File: src/rtl/lcd_spi_fill_ctrl.sv
// SPI display controller: mode-0 byte serializer, automatic panel init after reset,
// and solid-colour window fills on request.
module lcd_spi_fill_ctrl #(
    parameter int CLK_DIV   = 10,
    parameter int PIX_BYTES = 2,
    parameter int PIX_COUNT = 57600,
    parameter int CNT_W     = 17,
    parameter int SLP_WAIT  = 12000000
) (
    input  logic                   clk,
    input  logic                   reset,
    input  logic                   start,
    input  logic [8*PIX_BYTES-1:0] color,
    output logic                   busy,
    output logic                   init_done,
    output logic                   done,
    output logic                   scl,
    output logic                   sda,
    output logic                   cs,
    output logic                   dc
);
    localparam int DIV_W  = (CLK_DIV > 1) ? $clog2(CLK_DIV) : 1;
    localparam int WAIT_W = $clog2(SLP_WAIT + 1);
    localparam int CW     = 8 * PIX_BYTES;

    typedef enum logic [2:0] {
        INIT_A, INIT_SLP, INIT_B, INIT_END, IDLE, FILL_CMD, FILL_DATA, FILL_END
    } state_t;

    state_t              state, state_nxt;
    logic [DIV_W-1:0]    div_cnt;
    logic [2:0]          bit_cnt;
    logic [1:0]          byte_idx;
    logic [CNT_W-1:0]    pix_cnt;
    logic [WAIT_W-1:0]   wait_cnt;
    logic [7:0]          shreg;
    logic [CW-1:0]       color_reg;
    logic                hold;

    logic       div_end, byte_end, hold_end, wait_end;
    logic       launch, last_byte, next_dc;
    logic [7:0] launch_byte, next_byte;
    logic [1:0] data_idx_nxt;

    function automatic logic [7:0] pix_byte(input logic [CW-1:0] c, input logic [1:0] idx);
        return 8'(c >> (8 * (PIX_BYTES - 1 - int'(idx))));
    endfunction

    assign div_end      = (div_cnt == DIV_W'(CLK_DIV - 1));
    assign byte_end     = !cs && !hold && scl && div_end && (bit_cnt == 3'd7);
    assign hold_end     = !cs && hold && div_end;
    assign wait_end     = (state == INIT_SLP) && (wait_cnt == WAIT_W'(SLP_WAIT - 1));
    assign data_idx_nxt = (byte_idx == 2'(PIX_BYTES - 1)) ? 2'd0 : byte_idx + 2'd1;

    assign sda       = shreg[7];
    assign busy      = (state != IDLE);
    assign done      = (state == FILL_END);
    assign init_done = (state == IDLE) || (state == FILL_CMD) ||
                       (state == FILL_DATA) || (state == FILL_END);

    always_ff @(posedge clk or posedge reset) begin
        if (reset) state <= INIT_A;
        else       state <= state_nxt;
    end

    // Frame sequencing: which byte opens a frame, which byte follows, which byte is last.
    always_comb begin
        state_nxt   = state;
        launch      = 1'b0;
        launch_byte = 8'h00;
        last_byte   = 1'b1;
        next_byte   = 8'h00;
        next_dc     = 1'b1;
        case (state)
            INIT_A: begin
                if (cs) begin
                    launch      = 1'b1;
                    launch_byte = 8'h11;
                end
                if (hold_end) state_nxt = INIT_SLP;
            end
            INIT_SLP: begin
                if (wait_end) begin
                    launch      = 1'b1;
                    launch_byte = 8'h29;
                    state_nxt   = INIT_B;
                end
            end
            INIT_B: begin
                last_byte = (byte_idx == 2'd2);
                next_byte = (byte_idx == 2'd0) ? 8'h3A : 8'h55;
                next_dc   = (byte_idx != 2'd0);
                if (hold_end) state_nxt = INIT_END;
            end
            INIT_END: state_nxt = IDLE;
            IDLE: begin
                if (start) begin
                    launch      = 1'b1;
                    launch_byte = 8'h2C;
                    state_nxt   = FILL_CMD;
                end
            end
            FILL_CMD: begin
                last_byte = 1'b0;
                next_byte = pix_byte(color_reg, 2'd0);
                if (byte_end) state_nxt = FILL_DATA;
            end
            FILL_DATA: begin
                last_byte = (pix_cnt == CNT_W'(PIX_COUNT - 1)) &&
                            (byte_idx == 2'(PIX_BYTES - 1));
                next_byte = pix_byte(color_reg, data_idx_nxt);
                if (hold_end) state_nxt = FILL_END;
            end
            FILL_END: state_nxt = IDLE;
            default:  state_nxt = INIT_A;
        endcase
    end

    // Serializer: cells of CLK_DIV low + CLK_DIV high, then CLK_DIV of cs hold after the last byte.
    always_ff @(posedge clk or posedge reset) begin
        if (reset) begin
            cs        <= 1'b1;
            scl       <= 1'b0;
            dc        <= 1'b0;
            shreg     <= 8'h00;
            div_cnt   <= '0;
            bit_cnt   <= '0;
            byte_idx  <= '0;
            pix_cnt   <= '0;
            wait_cnt  <= '0;
            color_reg <= '0;
            hold      <= 1'b0;
        end else begin
            wait_cnt <= (state == INIT_SLP) ? wait_cnt + 1'b1 : '0;
            if (launch) begin
                cs       <= 1'b0;
                scl      <= 1'b0;
                dc       <= 1'b0;
                shreg    <= launch_byte;
                div_cnt  <= '0;
                bit_cnt  <= '0;
                byte_idx <= '0;
                pix_cnt  <= '0;
                hold     <= 1'b0;
                if (state == IDLE) color_reg <= color;
            end else if (!cs) begin
                div_cnt <= div_end ? '0 : div_cnt + 1'b1;
                if (hold) begin
                    if (div_end) begin
                        cs   <= 1'b1;
                        hold <= 1'b0;
                    end
                end else if (div_end) begin
                    scl <= !scl;
                    if (scl) begin
                        if (bit_cnt != 3'd7) begin
                            bit_cnt <= bit_cnt + 3'd1;
                            shreg   <= {shreg[6:0], 1'b0};
                        end else begin
                            bit_cnt <= 3'd0;
                            if (last_byte) begin
                                hold <= 1'b1;
                            end else begin
                                shreg <= next_byte;
                                dc    <= next_dc;
                                if (state == FILL_DATA) begin
                                    byte_idx <= data_idx_nxt;
                                    if (byte_idx == 2'(PIX_BYTES - 1)) pix_cnt <= pix_cnt + 1'b1;
                                end else if (state == INIT_B) begin
                                    byte_idx <= byte_idx + 2'd1;
                                end
                            end
                        end
                    end
                end
            end
        end
    end
endmodule

File: config.mk
export PLATFORM = sky130hd
export DESIGN_NAME = lcd_spi_fill_ctrl
export DESIGN_NICKNAME = d
export VERILOG_FILES = /design/src/rtl/lcd_spi_fill_ctrl.sv
export SDC_FILE = /design/constraint.sdc
export NUM_CORES = 1
export LEC_CHECK = 0
export BUFFER_PORTS_ARGS = -buffer_cell sky130_fd_sc_hd__buf_2
export CAP_MARGIN = 20
export CORE_UTILIZATION = 54
export CTS_CLUSTER_DIAMETER = 60
export DETAILED_ROUTE_END_ITERATION = 16
export MAX_ROUTING_LAYER = met4
export PLACE_DENSITY = 0.72
export SLEW_MARGIN = 30
export SYNTH_ARGS = -nofsm -noshare
export SYNTH_HDL_FRONTEND = slang
export SYNTH_SLANG_ARGS = --single-unit
File: constraint.sdc
create_clock -name clk -period 5.2 [get_ports clk]
set_input_delay 0 -clock clk [delete_from_list [all_inputs] [get_ports clk]]
set_output_delay 0 -clock clk [all_outputs]
set_load 0.01 [all_outputs]
==> impl_metrics.toml <==
[timing]
fin_crit_ns = 3.26
fin_hold_ws_ns = 0.108
fmax_ghz = 0.307
finalSetupViolCount = 0
final-hold-violation-count = 0
worst_slew_pin_slew_ns = 0.828
final.setup.tns_ns = 0
rsz0062_at_grt = "no"
drv_slew = 0
relSlewSlack = 0.447
post-route-period-util = 0.627
timing.clock.skew_ns = 0.0145

[yosys]
async_flop_share = 1.00
synth_top_family_by_area = "simple AND/OR/NAND/NOR gates"
netlist_instances = 436
synthSimpleGateAreaFrac = 0.243
synth_xor_area_frac = 0.0683
synthesis.nets = 461
synth_area_um2 = 4230
synth-adder-area-share = 0.0177
synthFlopType = "dfrtp_1"
yosys.cell_types.count = 58
synth_mux_area_frac = 0.0426
ys_ff_latch = 81
yosys_warnings = 0
synth_edf_count = 0
synth_compound_area_frac = 0.114
ys_seq_area_frac = 0.479
avgSynthCellArea_um2 = 9.70

[critical_path]
critical_path_peak_fanout = 24
crit_chain = "nor2_1 -> nand2_1 -> nor4_2 -> or3_1 -> buf_4 -> nor2_1 -> mux2_2"
path_buf_inv = 1
critPathKind = "flip-flop to flip-flop"
crit_slowest_cell = "or3_1"
crit_top_cell = "nor2_1"
crit_path_max_incr_delay_ns = 0.64
cp_top_family = "simple AND/OR/NAND/NOR gates"
cp-start-kind = "flip-flop"
critical_path_required_ns = 5.44
critical_path_arrival_ns = 3.50
endpoint_kind = "flip-flop"

[layout]
layout-drive-gt1-share = 0.156
final_cell_mix = "dfrtp_1 (80), nor2_1 (56), nand2_1 (31)"
fillers = 614
largest_reg_flops = 24
antenna_cells = 0
syn_to_final_growth_pct = 13.2
nets = 494
layout_commonest_cell = "dfrtp_1"

[clocking]
cts_resized = 0
cts_setup_buffers = 0
path_clk_slew_ns = 0.08
numCtsBuffers = 9
cts_tree = "done"
clockBufferDepth = 2
clkLatencyLatePin_ns = 0.35
cts-root-buf = "clkbuf_8"
htreeDepth = 3
ctsHoldBuffers = 17
cts_sinks = 81

[detailed_routing]
wirelength_mm = 8.66
via_per_inst = 5.71
antenna_left = 0
drc = 0
wl_per_cell_um = 15.1
via_count = 3267
drtIter0Drc = 147
drt_pass1_iterations = 4

[global_route]
grt_start_max_net_pins = 82
globalRouteTotalUtil = 0.236
grt_pass1_wl_mm = 15.2
first_global_vias = 3217
antenna_found_initial = 0
overflow = 0

[pwr]
irDropWorstVdd_v = 0.000203
power.density_nw_per_um2 = 341
power_mw = 1.64
p_leak_nw = 2.07

[floorplanning]
core-area_um2 = 7410
start_util = 0.571
io-pin-count = 26
die-height_um = 90.5
rows = 31
die_x_um = 90.5
dieArea_um2 = 8190

[flow_run]
maxCapViolCount = 0

[hold_path]
hp-class = "input port to flip-flop"

[place]
io_buffers = 25
gp_congestion = 0.799
dp_hpwl_mm = 5.74

[status]
status = "finished clean"
==> through the flow <==
step / area, um2 / std cells / util / setup slack (ns)
after floorplan: 4230 / 436 / - / 3.01
after global placement: 4400 / 540 / 0.593 / 2.07
after detailed placement: 4400 / 540 / 0.594 / 1.95
after CTS: 4790 / 572 / 0.646 / 1.94
after global routing: 4790 / 572 / 0.646 / 1.65
final: 4790 / 572 / 0.646 / 1.94
==> path summary, 6_finish.rpt <==
| path | start | endpoint | slack [ns] | cells after the start |
|---|---|---|---|---|
| setup / recovery | state[2] | pix_cnt[0] | 1.94 | 7 |
| hold / removal | start | state[0] | 0.11 | 4 |
| setup reg to reg | state[2] | pix_cnt[0] | 1.94 | 7 |
| hold reg to reg | shreg[4] | shreg[4] | 0.50 | 1 |
| max in group asynchronous | reset | div_cnt[2] | 4.30 | 4 |
| min in group asynchronous | reset | div_cnt[3] | 0.36 | 4 |
==> tightest hold or removal path, stage by stage <==
cell and delay, ns:
buf_2 0.11, inv_1 0.07, o211ai_1 0.12, o21a_1 0.11
==> cells in the mapped netlist, types with 7 or more instances <==
library cell | count | area [um2]
clkbuf_1 | 9 | 33.8
nand4_1 | 7 | 43.8
and3_1 | 10 | 62.6
nor2_1 | 56 | 210
inv_1 | 11 | 41.3
o21ai_0 | 17 | 85.1
mux2_2 | 16 | 180
a21oi_1 | 29 | 145
nand2_1 | 31 | 116
nand2b_1 | 9 | 56.3
nand3_1 | 23 | 115
buf_2 | 13 | 65.1
nor3_1 | 10 | 50.1
dfrtp_1 | 80 | 2000
xor2_1 | 18 | 158
or3_1 | 8 | 50.1
xnor2_1 | 15 | 131
==> cell type report <==
| cell class | count | area [um2] | share of cell area |
|---|---|---|---|
| clock buffer | 10 | 138 | 0.0287 |
| clock inverter | 5 | 80.1 | 0.0167 |
| inverter | 11 | 42.5 | 0.00888 |
| multi-input combinational | 321 | 2050 | 0.429 |
| sequential | 81 | 2030 | 0.424 |
| tap | 99 | 124 | 0.0259 |
| timing repair buffer | 45 | 322 | 0.0672 |
==> kinds of logic after synthesis <==
kind of cell             after synthesis
AO/OA/AOI/OAI                         76
XOR/XNOR                              33
adder cells (fa/ha/maj)                6
buffers and inverters                 34
flip-flops                            81
multiplexers                          16
AND/OR/NAND/NOR                      190
==> power by group <==
group / total (mW) / internal, mW / switching, mW
combinational: 0.321 / 0.144 / 0.178
sequential: 0.803 / 0.715 / 0.0876
clock: 0.511 / 0.280 / 0.231
total: 1.64 / 1.14 / 0.496
==> layer usage <==
metal,vias to the layer above,part of all wire,track usage
met5,-,0,-
met2,70,0.47,0.367
met3,14,0.041,0.0396
met1,1576,0.48,0.319
met4,0,0.014,0.0712
li1,1607,-,-
No activity file was read; power rests on OpenSTA's default activity.
